--- config.mk ---
export PLATFORM = sky130hd
export DESIGN_NAME = am_insert_40g_tx
export DESIGN_NICKNAME = d
export VERILOG_FILES = /design/src/rtl/pcs_40g_pkg.sv /design/src/rtl/am_bip_calc.sv /design/src/rtl/am_insert_40g_tx.sv
export SDC_FILE = /design/constraint.sdc
export NUM_CORES = 1
export LEC_CHECK = 0
export CAP_MARGIN = 20
export CORE_AREA = 2 2 205 207
export CTS_CLUSTER_SIZE = 24
export DETAILED_ROUTE_END_ITERATION = 7
export DIE_AREA = 0 0 207 209
export PLACE_DENSITY = 0.81
export REMOVE_ABC_BUFFERS = 1
export SLEW_MARGIN = 25
export SYNTH_ARGS = -nofsm -noshare
export SYNTH_HDL_FRONTEND = slang
export SYNTH_SLANG_ARGS = --single-unit
--- constraint.sdc ---
create_clock -name clk -period 1.7 [get_ports clk]
set_clock_uncertainty 0.05 [all_clocks]
set_input_delay 0.255 -clock clk [delete_from_list [all_inputs] [get_ports clk]]
set_output_delay 0.255 -clock clk [all_outputs]
set_load 0.03 [all_outputs]
--- src/rtl/pcs_40g_pkg.sv ---
// Shared 40GBASE-R PCS constants: lane geometry, sync headers, per-lane marker octets.
package pcs_40g_pkg;
  localparam int LANE_N         = 4;
  localparam int BLOCK_W        = 64;
  localparam int HEAD_W         = 2;
  localparam int AM_GAP_DEFAULT = 16383;

  localparam logic [HEAD_W-1:0] SYNC_CTRL = 2'b01;

  // AM_LANE[lane][m] is marker octet Mm of that lane
  localparam logic [LANE_N-1:0][2:0][7:0] AM_LANE = '{
    '{8'h3D, 8'h79, 8'hA2},
    '{8'h9B, 8'h65, 8'hC5},
    '{8'hE6, 8'hC4, 8'hF0},
    '{8'h47, 8'h76, 8'h90}
  };

  typedef enum logic {S_AM = 1'b0, S_DATA = 1'b1} am_state_t;

  function automatic logic [BLOCK_W-1:0] am_payload(input logic [2:0][7:0] m,
                                                    input logic [7:0]      bip3,
                                                    input logic [7:0]      bip7);
    return {bip7, ~m[2], ~m[1], ~m[0], bip3, m[2], m[1], m[0]};
  endfunction
endpackage

--- src/rtl/am_bip_calc.sv ---
// BIP3 contribution of one 66b block: bit i is the parity of data bits i, i+8, ...,
// with the two sync-header bits folded into bits 3 and 4.
module am_bip_calc
  import pcs_40g_pkg::*;
(
  input  logic [HEAD_W-1:0]  head,
  input  logic [BLOCK_W-1:0] data,
  output logic [7:0]         bip
);
  always_comb begin
    bip = 8'h00;
    for (int j = 0; j < BLOCK_W / 8; j++) bip = bip ^ data[j*8 +: 8];
    bip[3] = bip[3] ^ head[0];
    bip[4] = bip[4] ^ head[1];
  end
endmodule

--- src/rtl/am_insert_40g_tx.sv ---
// 40GBASE-R per-lane alignment marker inserter (TX). Optional BIP error injection
// on lane 0 is enabled by defining AM_INSERT_BIP_ERR_INJ_EN.
module am_insert_40g_tx
  import pcs_40g_pkg::*;
#(
  parameter int AM_GAP = AM_GAP_DEFAULT,
  parameter int CNT_W  = (AM_GAP > 1) ? $clog2(AM_GAP) : 1
) (
  input  logic                      clk,
  input  logic                      nreset,
  input  logic                      valid_i,
  input  logic [LANE_N*HEAD_W-1:0]  head_i,
  input  logic [LANE_N*BLOCK_W-1:0] data_i,
`ifdef AM_INSERT_BIP_ERR_INJ_EN
  input  logic                      err_inj_i,
`endif
  output logic                      ready_o,
  input  logic                      ready_i,
  output logic                      valid_o,
  output logic [LANE_N*HEAD_W-1:0]  head_o,
  output logic [LANE_N*BLOCK_W-1:0] data_o
);
  am_state_t                      state, state_nxt;
  logic [CNT_W-1:0]               cnt, cnt_nxt;
  logic [LANE_N-1:0][7:0]         acc, acc_nxt;
  logic                           valid_nxt;
  logic [LANE_N*HEAD_W-1:0]       head_nxt;
  logic [LANE_N*BLOCK_W-1:0]      data_nxt;
  logic                           load, inj;
  logic [LANE_N-1:0][7:0]         data_bip, am_bip;
  logic [LANE_N-1:0][BLOCK_W-1:0] am_word;

  assign load    = ready_i | ~valid_o;
  assign ready_o = (state == S_DATA) & load;

`ifdef AM_INSERT_BIP_ERR_INJ_EN
  logic inj_flag;
  assign inj = inj_flag;

  // A pulse on the marker-load cycle arms the following marker instead
  always_ff @(posedge clk or negedge nreset) begin
    if (!nreset)                      inj_flag <= 1'b0;
    else if (load && state == S_AM)   inj_flag <= err_inj_i;
    else if (err_inj_i)               inj_flag <= 1'b1;
  end
`else
  assign inj = 1'b0;
`endif

  for (genvar l = 0; l < LANE_N; l++) begin : g_lane
    logic [7:0] bip3;
    // BIP7 always carries the true complement, so a corrupted BIP3 is detectable
    assign bip3       = acc[l] ^ {7'd0, inj & (l == 0)};
    assign am_word[l] = am_payload(AM_LANE[l], bip3, ~acc[l]);

    am_bip_calc u_data_bip (
      .head (head_i[l*HEAD_W +: HEAD_W]),
      .data (data_i[l*BLOCK_W +: BLOCK_W]),
      .bip  (data_bip[l])
    );

    am_bip_calc u_am_bip (
      .head (SYNC_CTRL),
      .data (am_word[l]),
      .bip  (am_bip[l])
    );
  end

  always_comb begin
    state_nxt = state;
    cnt_nxt   = cnt;
    acc_nxt   = acc;
    valid_nxt = valid_o;
    head_nxt  = head_o;
    data_nxt  = data_o;
    if (load) begin
      case (state)
        S_AM: begin
          valid_nxt = 1'b1;
          head_nxt  = {LANE_N{SYNC_CTRL}};
          data_nxt  = am_word;
          acc_nxt   = am_bip;
          state_nxt = S_DATA;
        end
        default: begin
          if (valid_i) begin
            valid_nxt = 1'b1;
            head_nxt  = head_i;
            data_nxt  = data_i;
            acc_nxt   = acc ^ data_bip;
            if (cnt == CNT_W'(AM_GAP - 1)) begin
              cnt_nxt   = '0;
              state_nxt = S_AM;
            end else begin
              cnt_nxt = cnt + 1'b1;
            end
          end else begin
            valid_nxt = 1'b0;
          end
        end
      endcase
    end
  end

  always_ff @(posedge clk or negedge nreset) begin
    if (!nreset) begin
      state   <= S_AM;
      cnt     <= '0;
      acc     <= '0;
      valid_o <= 1'b0;
      head_o  <= '0;
      data_o  <= '0;
    end else begin
      state   <= state_nxt;
      cnt     <= cnt_nxt;
      acc     <= acc_nxt;
      valid_o <= valid_nxt;
      head_o  <= head_nxt;
      data_o  <= data_nxt;
    end
  end
endmodule
Word level (Yosys, flattened, before mapping)
Cells that the tools add are included.

storage, ports and cells
  register bits = 312
  input bits = 268

operators by class
  equal/unequal tests = 2
  add/sub/neg operators = 1
  reductions and logical operators = 2
  bitwise logic cells = 68
  mux-type cells = 12

operator list
  kind                   count
  $mux 256               2
  $xor 8x8->8            32
  $mux 32                2
  $not 8->8              4
  $xor 32x32->32         1
  $not 4->4              5
  $not 5->5              4
  $not 3->3              6
  $mux 8                 2
  $add 14x1->14 const B  1
  $eq 14x14->1 const B   1
  $mux 14                1
  $xor 1x1->1            8
  $not 6->6              1
  $mux 1                 5
  $not 1->1              5
  $reduce_and 3->1       1
  $ne 2x2->1 const B     1
  $reduce_and 2->1       1
  $and 1x1->1            1
  $or 1x1->1             1

Logic depth before layout (Yosys ltp)
  depth after elaboration = 11
  depth in mapped cells = 7

Hierarchy
Synthesis repeated with hierarchy kept, for this count alone.

unflattened totals
  cells, all modules = 1544
  area, all modules = 16920.0 µm²

by module, submodules not included
  module            cells each  area an instance (µm²)  times used  sequential area each (µm²)
  am_insert_40g_tx  1096        12655.9                 1           7807.5
  am_bip_calc       56          533.0                   8           0.0

Least setup slack after synthesis
No wires, ideal clock.

  kind = flip-flop to flip-flop
  start point = register valid_o
  end point = register cnt[7]
  library setup time = 0.133 ns
  arrival = 1.808 ns
  stages on the path, launching flop included = 7
  slack = -0.291 ns
  path through = dfrtp_1 -> nand2b_1 -> and2_1 -> nand2_1 -> clkbuf_1 -> o31ai_1 -> o41ai_1

between the ends
  cells in the longest elaborated chain, start to end = 3

ends and longest elaborated chain
  element                            line                     text
  start, declared                    am_insert_40g_tx.sv:19   output logic valid_o,
  start signal, assigned             am_insert_40g_tx.sv:117  valid_o <= valid_nxt;
  $not 1->1                          am_insert_40g_tx.sv:33   assign load = ready_i | ~valid_o;
  $or 1x1->1                         am_insert_40g_tx.sv:33
  $reduce_and 3->1 (no source line)  n/a
  end signal, assigned               am_insert_40g_tx.sv:115  cnt <= cnt_nxt;
  end, declared                      am_insert_40g_tx.sv:24   logic [CNT_W-1:0] cnt, cnt_nxt;

Every way passes these cells.
A chain may end at the register's enable or synchronous reset.

Final worst setup path
  start point = register state
  end point = register acc, in the netlist g_lane[2].bip3[7]

between the ends
  cells in the longest elaborated chain, start to end = 2
  elaborated cells between the ends (all ways) = 3
  classes of those cells = 1 x eq/ne; 1 x mux; 1 x reduce/logical

ends and longest elaborated chain
  element                            line                     text
  start, declared                    am_insert_40g_tx.sv:23   am_state_t state, state_nxt;
  start signal, assigned             am_insert_40g_tx.sv:114  state <= state_nxt;
  $ne 2x2->1 (no source line)        n/a
  $reduce_and 2->1 (no source line)  n/a
  end signal, assigned               am_insert_40g_tx.sv:116  acc <= acc_nxt;
  end, declared                      am_insert_40g_tx.sv:25   logic [LANE_N-1:0][7:0] acc, acc_nxt;

Several ways; a longest one is shown, not always the timed one.

==> impl_metrics.env <==
export IMPL_routed_wl_microns=50810
export IMPL_hold_viol=0
export IMPL_r2r_end="g_lane[2].bip3[7]"
export IMPL_post_route_util_pct=55.46
export IMPL_regArea_sq_um=7811
export IMPL_required_ps=2100
export IMPL_path_cells="buf_4 -> nand2b_4 -> buf_4 -> nand2_4 -> buf_12 -> or3_4 -> a21oi_2"
export IMPL_vdd_drop_max_mv=0.8195
export IMPL_ant_nets=0
export IMPL_htree_levels=2
export IMPL_grt_pass1_wl_microns=78910
export IMPL_drt_iter0_drc=888
export IMPL_crit_arrival_ps=2100
export IMPL_r2r_slack_ps=-5
export IMPL_drive_gt1_share_pct=13.94
export IMPL_tns_ps=-5.408
export IMPL_cts_tree="built"
export IMPL_async_flop_share_pct=100.0
export IMPL_cts_buffer_depth=3
export IMPL_cts_sinks=312
export IMPL_cts_clk_slew_worst_paths_ps=60
export IMPL_outcome="finished, violations left"
export IMPL_die_area_sq_um=43260
export IMPL_avgSynthCellArea_sq_um=10.66
export IMPL_slew_headroom_pct=72.62
export IMPL_endpoint_kind="register"
export IMPL_num_vias=13360
export IMPL_synth_edf_count=0
export IMPL_ioPinCount=534
export IMPL_numCtsBuffers=36
export IMPL_yosys_cell_count_top_type="dfrtp_1"
export IMPL_nets=2307
export IMPL_slew_viol_final=0
export IMPL_grt_antenna_before_repair=0
export IMPL_remaining_drc_errors=0
export IMPL_syn_inst=1359
export IMPL_dp_slack_ps=-483.3
export IMPL_num_antenna_cells=0
export IMPL_die_x_microns=207
export IMPL_crit_fanout=23
export IMPL_row_count=75
export IMPL_p_per_area_nw_per_um2=1107
export IMPL_synth_area_leader_cell="dfrtp_1"
export IMPL_p_int_mw=16.90
export IMPL_grt_usage_pct=22.83
export IMPL_ys_warn_count=0
export IMPL_clock_latency_ps=520
export IMPL_yosys_area_top_type_share_pct=53.90
export IMPL_seq_area_frac_synth_pct=53.90
export IMPL_leakage_nw=10.81
export IMPL_synth_distinct_cells=38
export IMPL_cap_violations=0
export IMPL_finalSetupViolations=1
export IMPL_cp_top_family="simple AND/OR/NAND/NOR gates"
export IMPL_multi_input_area_sq_um=6411
export IMPL_cts_root_buf="clkbuf_16"
export IMPL_fin_crit_ps=1705
export IMPL_reg2reg_from="state"
export IMPL_min_period_over_period_pct=100.3
export IMPL_portBuffers=533
export IMPL_coreArea_sq_um=41290
export IMPL_yosys_register_bits=312
export IMPL_n_fill_cell=3522
export IMPL_grt_max_degree=63
export IMPL_seqPwrFrac_pct=38.1
export IMPL_critPathKind="register to register"
export IMPL_p_clk_share_pct=30.9
export IMPL_violations="negative setup slack"
export IMPL_gp_congestion=0.8911
export IMPL_route_detailed_wl_per_inst_microns=19.56
export IMPL_rr_worst_depth=7
export IMPL_cp_num_buf_inv=3
export IMPL_initial_utilization_pct=35.08
export IMPL_ys_top_cells_by_area="dfrtp_1 (54%), xnor2_1 (11%), a22o_1 (7.3%)"
export IMPL_switching_share_pct=33.30
export IMPL_start_kind="register"
export IMPL_tightest_slew_ps=412.3
export IMPL_vias_per_cell=5.142
export IMPL_die_h_microns=209
export IMPL_syn_to_final_growth_pct=58.10
export IMPL_cp_slowest_stage_delay_ps=480
export IMPL_yosys_top_cells_count="dfrtp_1 (312), nand2_1 (212), xnor2_1 (184), a22o_1 (120), o21ai_0 (98)"
export IMPL_comb_power_share_pct=31.0
export IMPL_firstDrtPassIters=5
export IMPL_fmax_mhz=586.4
export IMPL_p_switching_mw=8.437
export IMPL_hold_class="input port to asynchronous set/reset pin"
export IMPL_crit_top_cell="buf_4"
export IMPL_rsz0062_at_grt="yes"
export IMPL_syn_area_sq_um=14480
export IMPL_crit_slowest_cell="dfrtp_4"
export IMPL_setup_ws_ps=-5.408
export IMPL_overflow=0
export IMPL_ys_flop_type="dfrtp_1"
export IMPL_hpwlAfterDp_microns=37140
export IMPL_first_global_vias=14099
==> routing by layer <==
| metal | global-route usage, % | vias up | part of all wire (%) |
|---|---|---|---|
| met5 | 0 | - | 0 |
| met4 | 10.42 | 0 | 4.2 |
| met3 | 4.974 | 138 | 7.0 |
| met2 | 39.29 | 584 | 50 |
| met1 | 27.37 | 6594 | 39 |
| li1 | - | 6044 | - |
==> placed cells by master (no fill, tap or decap), types with 4 or more instances in the layout <==
master           count
clkdlybuf4s15_1      6
xnor2_1            183
clkbuf_8             6
mux2i_1             33
nand4_1             10
buf_4              166
nand2_1            209
dfrtp_1            311
or3_4                4
o22a_1              31
clkbuf_16           38
nor2_1              66
xor2_1              42
a21oi_1             34
xnor3_1              8
o21ai_0             89
o21ai_1              7
clkinv_2             5
clkbuf_1             5
clkdlybuf4s50_1    266
nand3_1             70
a22o_1             120
buf_12              25
dlygate4sd2_1      257
a21oi_2              4
==> flip-flops by register name (all words and copies together) (netlist names) <==
name and count:
cnt 14, data_o 256, g_lane.bip3 32, head_o 8, state 1, valid_o 1
==> cell type report <==
class / instances / area share, %
Sequential cell: 312 / 34.11
Inverter: 4 / 0.06557
Tap cell: 539 / 2.945
Multi-Input combinational cell: 955 / 28.00
Clock buffer: 48 / 4.486
Timing Repair Buffer: 728 / 29.76
Clock inverter: 12 / 0.6393
==> cell families after synthesis <==
logic type                 Yosys count  synth area share (%)
buffers and inverters               92                 2.721
AOI/OAI and AO/OA                  300                 14.50
xor gates and xnor gates           234                 14.91
muxes                               33                 2.281
adders and majority gates            2                0.1727
and+or+nand+nor                    386                 11.51
DFF                                312                 53.90
==> power by group through the flow <==
stage / Combinational [mW] / Sequential, mW / Clock, mW
after floorplan: 2.65 / 11.3 / 0
after global placement: 8.12 / 9.69 / 0
after detailed placement: 8.32 / 9.76 / 0
after CTS: 7.83 / 9.64 / 7.97
after global routing: 8.35 / 9.82 / 8.29
final: 7.87 / 9.65 / 7.82
==> worst max path at each step <==
stage	start	end	slack (ps)	cells past startpoint
3_5_place_dp	data_i[35]	g_lane[0].bip3[3]	-480	6
4_1_cts	state	g_lane[2].bip3[1]	-20	6
5_1_grt	cnt[5]	cnt[13]	-110	6
6_report	state	g_lane[2].bip3[7]	-5	7
2_1_floorplan	state	cnt[4]	-5090	5
3_3_place_gp	data_i[35]	g_lane[0].bip3[3]	-550	6
==> what timing repair did <==
item                                    in CTS  in global routing
buffers inserted                             3                  6
endpoints found under the setup margin     268                 93
pin swaps                                    7                 11
hold buffers                                 1                  0
hold endpoints to repair                   312                  0
gates resized for setup                    281                 28
gates cloned                                 0                  1
==> metrics by stage <==
step | total power [mW] | std cells | hold slack (ps) | area [sq um]
after detailed placement | 18.08 | 2528 | 92.17 | 21860
after floorplan | 13.95 | 1271 | -90.59 | 14100
after global routing | 26.46 | 2598 | 153.1 | 22900
after global placement | 17.81 | 2528 | 86.58 | 21860
after CTS | 25.44 | 2591 | 126.5 | 22770
final | 25.34 | 2598 | 160.4 | 22900
(Power assumes the default switching activity.)
